==> src/rtl/vx_commit_arb.sv <==
// vx_commit_arb: merges NUM_EX execution-unit commit streams into one
// registered commit stream. Round-robin arbitration, packet-atomic for
// multi-packet instructions (sop ... eop), plus a committed-instruction
// counter that feeds the performance monitors.
module vx_commit_arb #(
    parameter int NUM_EX = 4,
    parameter int DATAW  = 64,
    parameter int PERF_W = 44,
    localparam int IDX_W = (NUM_EX > 1) ? $clog2(NUM_EX) : 1
) (
    input  logic                    clk,
    input  logic                    reset,
    input  logic [NUM_EX-1:0]       valid_in,
    input  logic [NUM_EX*DATAW-1:0] data_in,
    output logic [NUM_EX-1:0]       ready_in,
    output logic                    valid_out,
    output logic [DATAW-1:0]        data_out,
    input  logic                    ready_out,
    output logic [IDX_W-1:0]        grant_idx,
    output logic [PERF_W-1:0]       commit_count
);

    logic              valid_out_r;
    logic [DATAW-1:0]  data_out_r;
    logic [IDX_W-1:0]  grant_idx_r;
    logic [IDX_W-1:0]  rr_ptr_r;
    logic              lock_r;
    logic [IDX_W-1:0]  lock_idx_r;
    logic [PERF_W-1:0] commit_count_r;

    logic              grant_valid_s;
    logic [IDX_W-1:0]  grant_s;
    logic              load_en_s;
    logic              accept_s;
    logic [DATAW-1:0]  sel_data_s;
    logic              sel_sop_s;
    logic              sel_eop_s;

    // The output slot can take new data when empty or when it is being drained.
    always_comb begin
        load_en_s  = !valid_out_r | ready_out;
        accept_s   = load_en_s & grant_valid_s;
        sel_data_s = data_in[int'(grant_s)*DATAW +: DATAW];
        sel_sop_s  = sel_data_s[1];
        sel_eop_s  = sel_data_s[0];
    end

    // Grant selection: the locked owner alone while an instruction is open,
    // otherwise the first valid input after the last grant (scanned from the
    // far end so the nearest candidate is written last and wins).
    always_comb begin : grant_sel
        logic [IDX_W-1:0] cand;
        cand          = {IDX_W{1'b0}};
        grant_valid_s = 1'b0;
        grant_s       = {IDX_W{1'b0}};
        if (lock_r) begin
            grant_valid_s = valid_in[lock_idx_r];
            grant_s       = lock_idx_r;
        end else begin
            for (int k = NUM_EX; k >= 1; k--) begin
                cand          = IDX_W'((int'(rr_ptr_r) + k) % NUM_EX);
                grant_valid_s = grant_valid_s | valid_in[cand];
                grant_s       = valid_in[cand] ? cand : grant_s;
            end
        end
    end

    // One-hot ready toward the granted source; silenced while reset is held.
    always_comb begin
        ready_in = {NUM_EX{1'b0}};
        for (int i = 0; i < NUM_EX; i++) begin
            ready_in[i] = !reset & accept_s & (grant_s == IDX_W'(i));
        end
    end

    // Output register: reloads from the granted input, holds under backpressure.
    always_ff @(posedge clk or posedge reset) begin
        if (reset) begin
            valid_out_r <= 1'b0;
            data_out_r  <= {DATAW{1'b0}};
            grant_idx_r <= {IDX_W{1'b0}};
        end else if (load_en_s) begin
            valid_out_r <= grant_valid_s;
            if (grant_valid_s) begin
                data_out_r  <= sel_data_s;
                grant_idx_r <= grant_s;
            end
        end
    end

    // Arbiter state: round-robin pointer and the open-instruction lock.
    always_ff @(posedge clk or posedge reset) begin
        if (reset) begin
            rr_ptr_r   <= IDX_W'(NUM_EX - 1);
            lock_r     <= 1'b0;
            lock_idx_r <= {IDX_W{1'b0}};
        end else if (accept_s) begin
            rr_ptr_r <= grant_s;
            if (sel_eop_s) begin
                lock_r <= 1'b0;
            end else if (sel_sop_s) begin
                lock_r     <= 1'b1;
                lock_idx_r <= grant_s;
            end
        end
    end

    // Committed-instruction counter: one per eop packet leaving the output.
    always_ff @(posedge clk or posedge reset) begin
        if (reset) begin
            commit_count_r <= {PERF_W{1'b0}};
        end else if (valid_out_r && ready_out && data_out_r[0]) begin
            commit_count_r <= commit_count_r + {{(PERF_W-1){1'b0}}, 1'b1};
        end
    end

    assign valid_out    = valid_out_r;
    assign data_out     = data_out_r;
    assign grant_idx    = grant_idx_r;
    assign commit_count = commit_count_r;

endmodule

==> config.mk <==
export PLATFORM = sky130hd
export DESIGN_NAME = vx_commit_arb
export DESIGN_NICKNAME = d
export VERILOG_FILES = /design/src/rtl/vx_commit_arb.sv
export SDC_FILE = /design/constraint.sdc
export NUM_CORES = 1
export LEC_CHECK = 0
export BUFFER_PORTS_ARGS = -buffer_cell sky130_fd_sc_hd__buf_2
export CORE_AREA = 2 2 147 149
export DETAILED_ROUTE_END_ITERATION = 10
export DIE_AREA = 0 0 149 151
export GPL_TIMING_DRIVEN = 0
export PLACE_DENSITY = 0.71
export SLEW_MARGIN = 20
export SYNTH_ARGS = -nofsm -noshare
export SYNTH_HDL_FRONTEND = slang
export SYNTH_SLANG_ARGS = --single-unit
==> constraint.sdc <==
create_clock -name clk -period 7.6 [get_ports clk]
set_input_delay 0.76 -clock clk [delete_from_list [all_inputs] [get_ports clk]]
set_output_delay 0.76 -clock clk [all_outputs]
set_load 0.03 [all_outputs]
==> impl_metrics.json, run 1 <==
{
  "outcome": "complete, no violations",
  "r2r-start": "rr_ptr_r[1]",
  "final-seq-area_mm2": 0.00291,
  "grt-ovfl-total": 0,
  "start_kind": "flip-flop",
  "power.total_mw": 4.38,
  "cts_resized": 0,
  "finalClockSkew_ps": 9.84,
  "fp-row-count": 53,
  "final_util_pct": 47.5,
  "synthFlopType": "dfrtp_1",
  "post_drt_via_cell_ratio": 5.08,
  "die_w_um": 149,
  "cts_root_buf": "clkbuf_16",
  "drive_above_1_share_pct": 37.5,
  "synth-async-reset-ratio_pct": 100,
  "yosysTopAreaCell": "dfrtp_1",
  "yosys.cell_types.count": 55,
  "path_max_fanout": 10,
  "maxClockFrequency_mhz": 289,
  "r2r_slack_ps": 4870,
  "max-clock-path-buffers": 2,
  "postCtsSetupBuffers": 0,
  "grt_util_all_layers_pct": 24.8,
  "drv_cap": 0,
  "synth.area.top_cells": "dfrtp_1 (40%), nand2_1 (18%), and3_1 (12%)",
  "nets": 1531,
  "crit_slowest_cell": "dfstp_2",
  "synthTopCellsByCount": "nand2_1 (331), and3_1 (133), dfrtp_1 (114)",
  "vias": 7902,
  "grt_max_degree": 64,
  "start_util_pct": 33.9,
  "dieArea_mm2": 0.0225,
  "synth.avg_cell_area_um2": 8.10,
  "required_ps": 6840,
  "rsz0062_at_grt": "no",
  "area_growth_pct": 40.3,
  "layout_min_cycle_time_ps": 3460,
  "post-route-period-util_pct": 45.6,
  "drtIter0Drc": 358,
  "synth_nets": 1135,
  "wl_per_cell_um": 18.3,
  "drtPass1Iterations": 7,
  "hold_class": "primary input to asynchronous set/reset pin",
  "reg2reg_depth": 7,
  "multiInputGateArea_mm2": 0.00379,
  "drc": 0,
  "tritoncts": "built",
  "gp_congestion": 0.953,
  "grt_pass1_wl_um": 42200,
  "clk_pin_slew_ps": 60,
  "numCtsBuffers": 17,
  "design.core.area_mm2": 0.0208,
  "maxSlewViolCount": 0,
  "hold_buffers": 0,
  "setup_tns_ps": 0,
  "clock_latency_ps": 410,
  "synth.most_common_cell": "nand2_1",
  "r2r_end": "data_out[52]",
  "ys_seq_area_share_pct": 41.2,
  "synthCells": 871,
  "slew_headroom_pct": 42.6,
  "finalHoldViolCount": 0,
  "clkSinkCount": 116,
  "grt_pass1_vias": 7731,
  "ir_drop_uv": 165,
  "ys_ff_latch": 116,
  "port_buffers": 376,
  "critPathMaxStageDelay_ps": 600,
  "setup_violations": 0,
  "yosys_warnings": 0,
  "worstPathArrival_ps": 2700,
  "antenna_found_initial": 2,
  "cp-end-kind": "output port",
  "synth-edff-count": 0,
  "hpwl_um": 22500,
  "ant_nets": 0,
  "tightest_slew_ps": 861,
  "drt_wl_total_um": 28400,
  "crit_chain": "a21boi_1 -> o221a_4 -> a211oi_2 -> clkbuf_1 -> nor4_1 -> buf_2",
  "leakagePower_nw": 5.42,
  "crit_type": "flip-flop to output port",
  "pwr_density_cell_mw_per_mm2": 443,
  "die_y_um": 151,
  "final_area_mm2": 0.00989,
  "synth_area_mm2": 0.00705,
  "fill_cells": 2119,
  "io_pins": 378,
  "synth_top_area_share_pct": 40.4,
  "htree_levels": 4,
  "dpl_cell_area_mm2": 0.00931
}
[cells in the final DEF (no fill, tap or decap), types with 6 or more instances in the layout]
master | synthesis | final
inv_1 | 9 | 8
o31ai_1 | 59 | 59
nor2_1 | 14 | 14
xor2_1 | 11 | 11
nand2_1 | 331 | 331
clkbuf_1 | 17 | 19
clkbuf_16 | 0 | 17
nor3_1 | 7 | 7
nand3_1 | 16 | 16
a211oi_1 | 6 | 6
nand4_1 | 9 | 9
xnor2_1 | 32 | 32
and3_1 | 133 | 133
buf_2 | 31 | 407
dfrtp_1 | 114 | 114
[state kept, by name, indices dropped and copies added (netlist names)]
name / count
data_out: 64
commit_count: 44
grant_idx: 2
lock_idx_r: 2
rr_ptr_r: 2
lock_r: 1
valid_out: 1
[where the power goes]
part	switching, mW	internal [mW]
Combinational	1.75	0.889
Sequential	0.129	0.835
Clock	0.293	0.491
[cell families after synthesis]
family / share of synthesized area, %
simple gates: 35.8
flops: 41.2
compound gates: 11.6
buf+inv: 5.04
xor+xnor: 5.34
mux: 0.852
fa+ha+maj: 0.177
[per-layer routing]
layer	vias to the layer above	wire [um]	track usage, %
li1	3770	-	-
met1	3703	11300	29.9
met2	380	14300	43.2
met3	49	1890	5.27
met4	0	915	9.81
met5	-	0	0
[through the flow]
step	instances	worst slack [ps]	hold slack, ps
final	1557	4140	437
after global routing	1557	4000	472
after CTS	1555	4120	449
after detailed placement	1523	4140	460
after global placement	1522	2140	456
after floorplan	871	3770	485
[area by class of cell]
| class | instances | share of cell area (%) |
|---|---|---|
| multi-input combinational | 685 | 38.3 |
| antenna | 2 | 0.0506 |
| clock inverter | 12 | 1.33 |
| clock buffer | 20 | 4.51 |
| timing repair buffer | 377 | 19.3 |
| inverter | 9 | 0.392 |
| tap | 275 | 3.48 |
| sequential | 116 | 29.4 |
| buffer | 61 | 3.25 |
[worst max-delay path, delay by kind of cell, from the launching register on]
family                 cells  cell delay (ps)
and+or+nand+nor            1              110
AOI/OAI and AO/OA          3              880
DFF                        1              600
buffers and inverters      2              700
[how the worst max path moves through the flow]
stage                      endpoint           from  slack (ps)  cells past startpoint
finish                  ready_in[3]    rr_ptr_r[1]        4140                      6
floorplan           commit_count[0]          reset        3770                      1
global placement        data_out[2]          reset        2140                      2
detailed placement      ready_in[3]    valid_in[2]        4140                      7
global route            ready_in[3]  lock_idx_r[0]        4000                      8
CTS                     ready_in[3]    rr_ptr_r[1]        4120                      6
No activity file was read; power rests on OpenSTA's default activity.
==> inputs of run 2 (changes only) <==
--- a/config.mk
+++ b/config.mk
@@ -5,12 +5,13 @@
 export SDC_FILE = /design/constraint.sdc
 export NUM_CORES = 1
 export LEC_CHECK = 0
+export ABC_AREA = 1
 export BUFFER_PORTS_ARGS = -buffer_cell sky130_fd_sc_hd__buf_2
-export CORE_AREA = 2 2 147 149
+export CORE_AREA = 2 2 146 148
 export DETAILED_ROUTE_END_ITERATION = 10
-export DIE_AREA = 0 0 149 151
+export DIE_AREA = 0 0 148 150
 export GPL_TIMING_DRIVEN = 0
-export PLACE_DENSITY = 0.71
+export PLACE_DENSITY = 0.74
 export SLEW_MARGIN = 20
 export SYNTH_ARGS = -nofsm -noshare
 export SYNTH_HDL_FRONTEND = slang
==> constraint.sdc (replaced) <==
create_clock -name clk -period 3 [get_ports clk]
set_input_delay 0.3 -clock clk [delete_from_list [all_inputs] [get_ports clk]]
set_output_delay 0.3 -clock clk [all_outputs]
set_load 0.03 [all_outputs]
==> impl_metrics.json, run 2 <==
{
  "grt-ovfl-total": 0,
  "crit_type": "flip-flop to flip-flop",
  "synth_nets": 1241,
  "nets": 1643,
  "start_kind": "flip-flop",
  "required_ps": 3350,
  "ys_ff_latch": 116,
  "final_area_mm2": 0.0100,
  "yosysTopAreaCell": "dfrtp_1",
  "layout_setup_ws_ps": 145,
  "drtIter0Drc": 650,
  "cts_root_buf": "clkbuf_16",
  "synthFlopType": "dfrtp_1",
  "numCtsBuffers": 17,
  "port_buffers": 377,
  "path_max_fanout": 10,
  "io_pins": 378,
  "synth_area_mm2": 0.00698,
  "grt_max_degree": 37,
  "ys_seq_area_share_pct": 41.6,
  "clock_latency_ps": 410,
  "post_drt_via_cell_ratio": 5.12,
  "layout_min_cycle_time_ps": 2850,
  "slew_headroom_pct": 39.8,
  "crit_top_cell": "nand2_1",
  "yosys_warnings": 0,
  "start_util_pct": 33.7,
  "fp-row-count": 53,
  "tightest_slew_ps": 903,
  "hpwl_um": 24300,
  "post-route-period-util_pct": 95.2,
  "dieArea_mm2": 0.0222,
  "grt_util_all_layers_pct": 26.7,
  "synth.avg_cell_area_um2": 7.15,
  "synth.area.top_cells": "dfrtp_1 (41%), nand2_1 (22%), nand3_1 (11%)",
  "leakagePower_nw": 5.49,
  "cp_num_buf_inv": 2,
  "drv_cap": 0,
  "wl_per_cell_um": 18.3,
  "setup_violations": 0,
  "setup_tns_ps": 0,
  "synth.most_common_cell": "nand2_1",
  "drtPass1Iterations": 6,
  "maxSlewViolCount": 0,
  "crit_slowest_cell": "buf_1",
  "grt_pass1_vias": 7992,
  "tritoncts": "built",
  "ir_drop_uv": 586,
  "dp_slack_ps": 209,
  "finalClockSkew_ps": 9.24,
  "grt_pass1_wl_um": 44700,
  "die_w_um": 148,
  "finalHoldViolCount": 0,
  "final_cell_mix": "nand2_1 (409), buf_2 (409), nand3_1 (150), dfrtp_1 (114), nand4_1 (73)",
  "cp_top_family": "simple AND/OR/NAND/NOR gates",
  "design.core.area_mm2": 0.0207,
  "drive_above_1_share_pct": 34.6,
  "maxClockFrequency_mhz": 350,
  "ant_nets": 0,
  "dpl_cell_area_mm2": 0.00930,
  "synth-edff-count": 0,
  "cp-end-kind": "flip-flop",
  "antenna_found_initial": 13,
  "hold_class": "primary input to flip-flop",
  "critPathMaxStageDelay_ps": 730,
  "area_growth_pct": 43.4,
  "rsz0062_at_grt": "no",
  "die_y_um": 150,
  "synthTopCellsByCount": "nand2_1 (409), nand3_1 (150), dfrtp_1 (114)",
  "max-clock-path-buffers": 2,
  "htree_levels": 4,
  "yosys.cell_types.count": 34,
  "final_util_pct": 48.4,
  "largest_reg_flops": 64,
  "pwr_density_cell_mw_per_mm2": 1290,
  "worstPathArrival_ps": 3210,
  "clkSinkCount": 116,
  "vias": 8587,
  "synthCells": 977,
  "outcome": "complete, no violations",
  "drc": 0,
  "gp_congestion": 0.923,
  "synth-async-reset-ratio_pct": 100,
  "drt_wl_total_um": 30700,
  "synth_top_area_share_pct": 40.9,
  "crit_chain": "buf_4 -> nand2_1 -> nand2_1 -> nand2_1 -> nand2_1 -> nand3_1 -> nand3_1 -> nand2_1 -> o21ai_4 -> buf_1 -> nand3_1 -> nand4_1 -> nand2_1 -> nand2_1",
  "clk_pin_slew_ps": 60
}
==> run 2: cell types whose count changed after synthesis, moves of 6 or more <==
cell	previous run	this run
nand3_1	16	150
xnor2_1	32	19
inv_1	9	43
o31ai_1	59	0
nor3_1	7	22
xor2_1	11	24
nor2_1	14	28
a211oi_1	6	0
clkbuf_1	17	8
nand4_1	9	73
nand2_1	331	409
and3_1	133	0
==> run 2: cell families after synthesis <==
family	Yosys count	share of synthesized area, %
flops	116	41.6
buf+inv	105	7.01
xor+xnor	43	5.39
simple gates	697	44.5
fa+ha+maj	1	0.179
compound gates	15	1.29
==> run 2: what timing repair did <==
action,in CTS,in global routing
pin swaps,0,2
hold buffers,1,0
gates cloned,0,0
buffers inserted,0,4
resized for setup,3,3
hold endpoints to repair,25,0
endpoints found under the setup margin,4,5
==> run 2: routing by layer <==
layer | track usage [%] | vias to the layer above | routed length (um)
li1 | - | 4027 | -
met2 | 45.6 | 495 | 15200
met4 | 12.4 | 4 | 1100
met5 | 0 | - | 24
met3 | 4.94 | 77 | 2420
met1 | 32.6 | 3984 | 11900
==> run 2: where the power goes <==
part / switching [mW] / leakage, nW / total (mW) / internal (mW)
logic: 5.77 / 3.70 / 8.18 / 2.42
clock network: 0.832 / 0.313 / 2.25 / 1.42
registers: 0.339 / 1.48 / 2.45 / 2.11
==> run 2: final timing paths <==
check / start / end / slack [ps] / cells after the start
max in group asynchronous: reset / data_out[23] / 2090 / 5
setup reg to reg: rr_ptr_r[0] / data_out[57] / 150 / 14
hold reg to reg: data_out[63] / data_out[63] / 480 / 2
min in group asynchronous: reset / data_out[3] / 310 / 3
hold / removal: ready_out / valid_out / 120 / 2
setup / recovery: rr_ptr_r[0] / data_out[57] / 150 / 14
==> run 2: cell type report <==
class / count / area (um2)
fill: 2102 / 10700
multi-input combinational: 756 / 3590
sequential: 116 / 2910
timing repair buffer: 386 / 2010
clock buffer: 17 / 425
tap: 275 / 344
buffer: 53 / 292
clock inverter: 15 / 220
inverter: 49 / 193
antenna: 11 / 27.5
==> run 2: metrics by stage <==
| stage | hold WS [ps] | std cells | power (mW) |
|---|---|---|---|
| floorplan | 408 | 977 | 7.76 |
| global placement | 457 | 1629 | 10.5 |
| detailed placement | 183 | 1633 | 10.5 |
| CTS | 105 | 1664 | 12.8 |
| global route | 125 | 1676 | 13.7 |
| finish | 123 | 1678 | 12.9 |
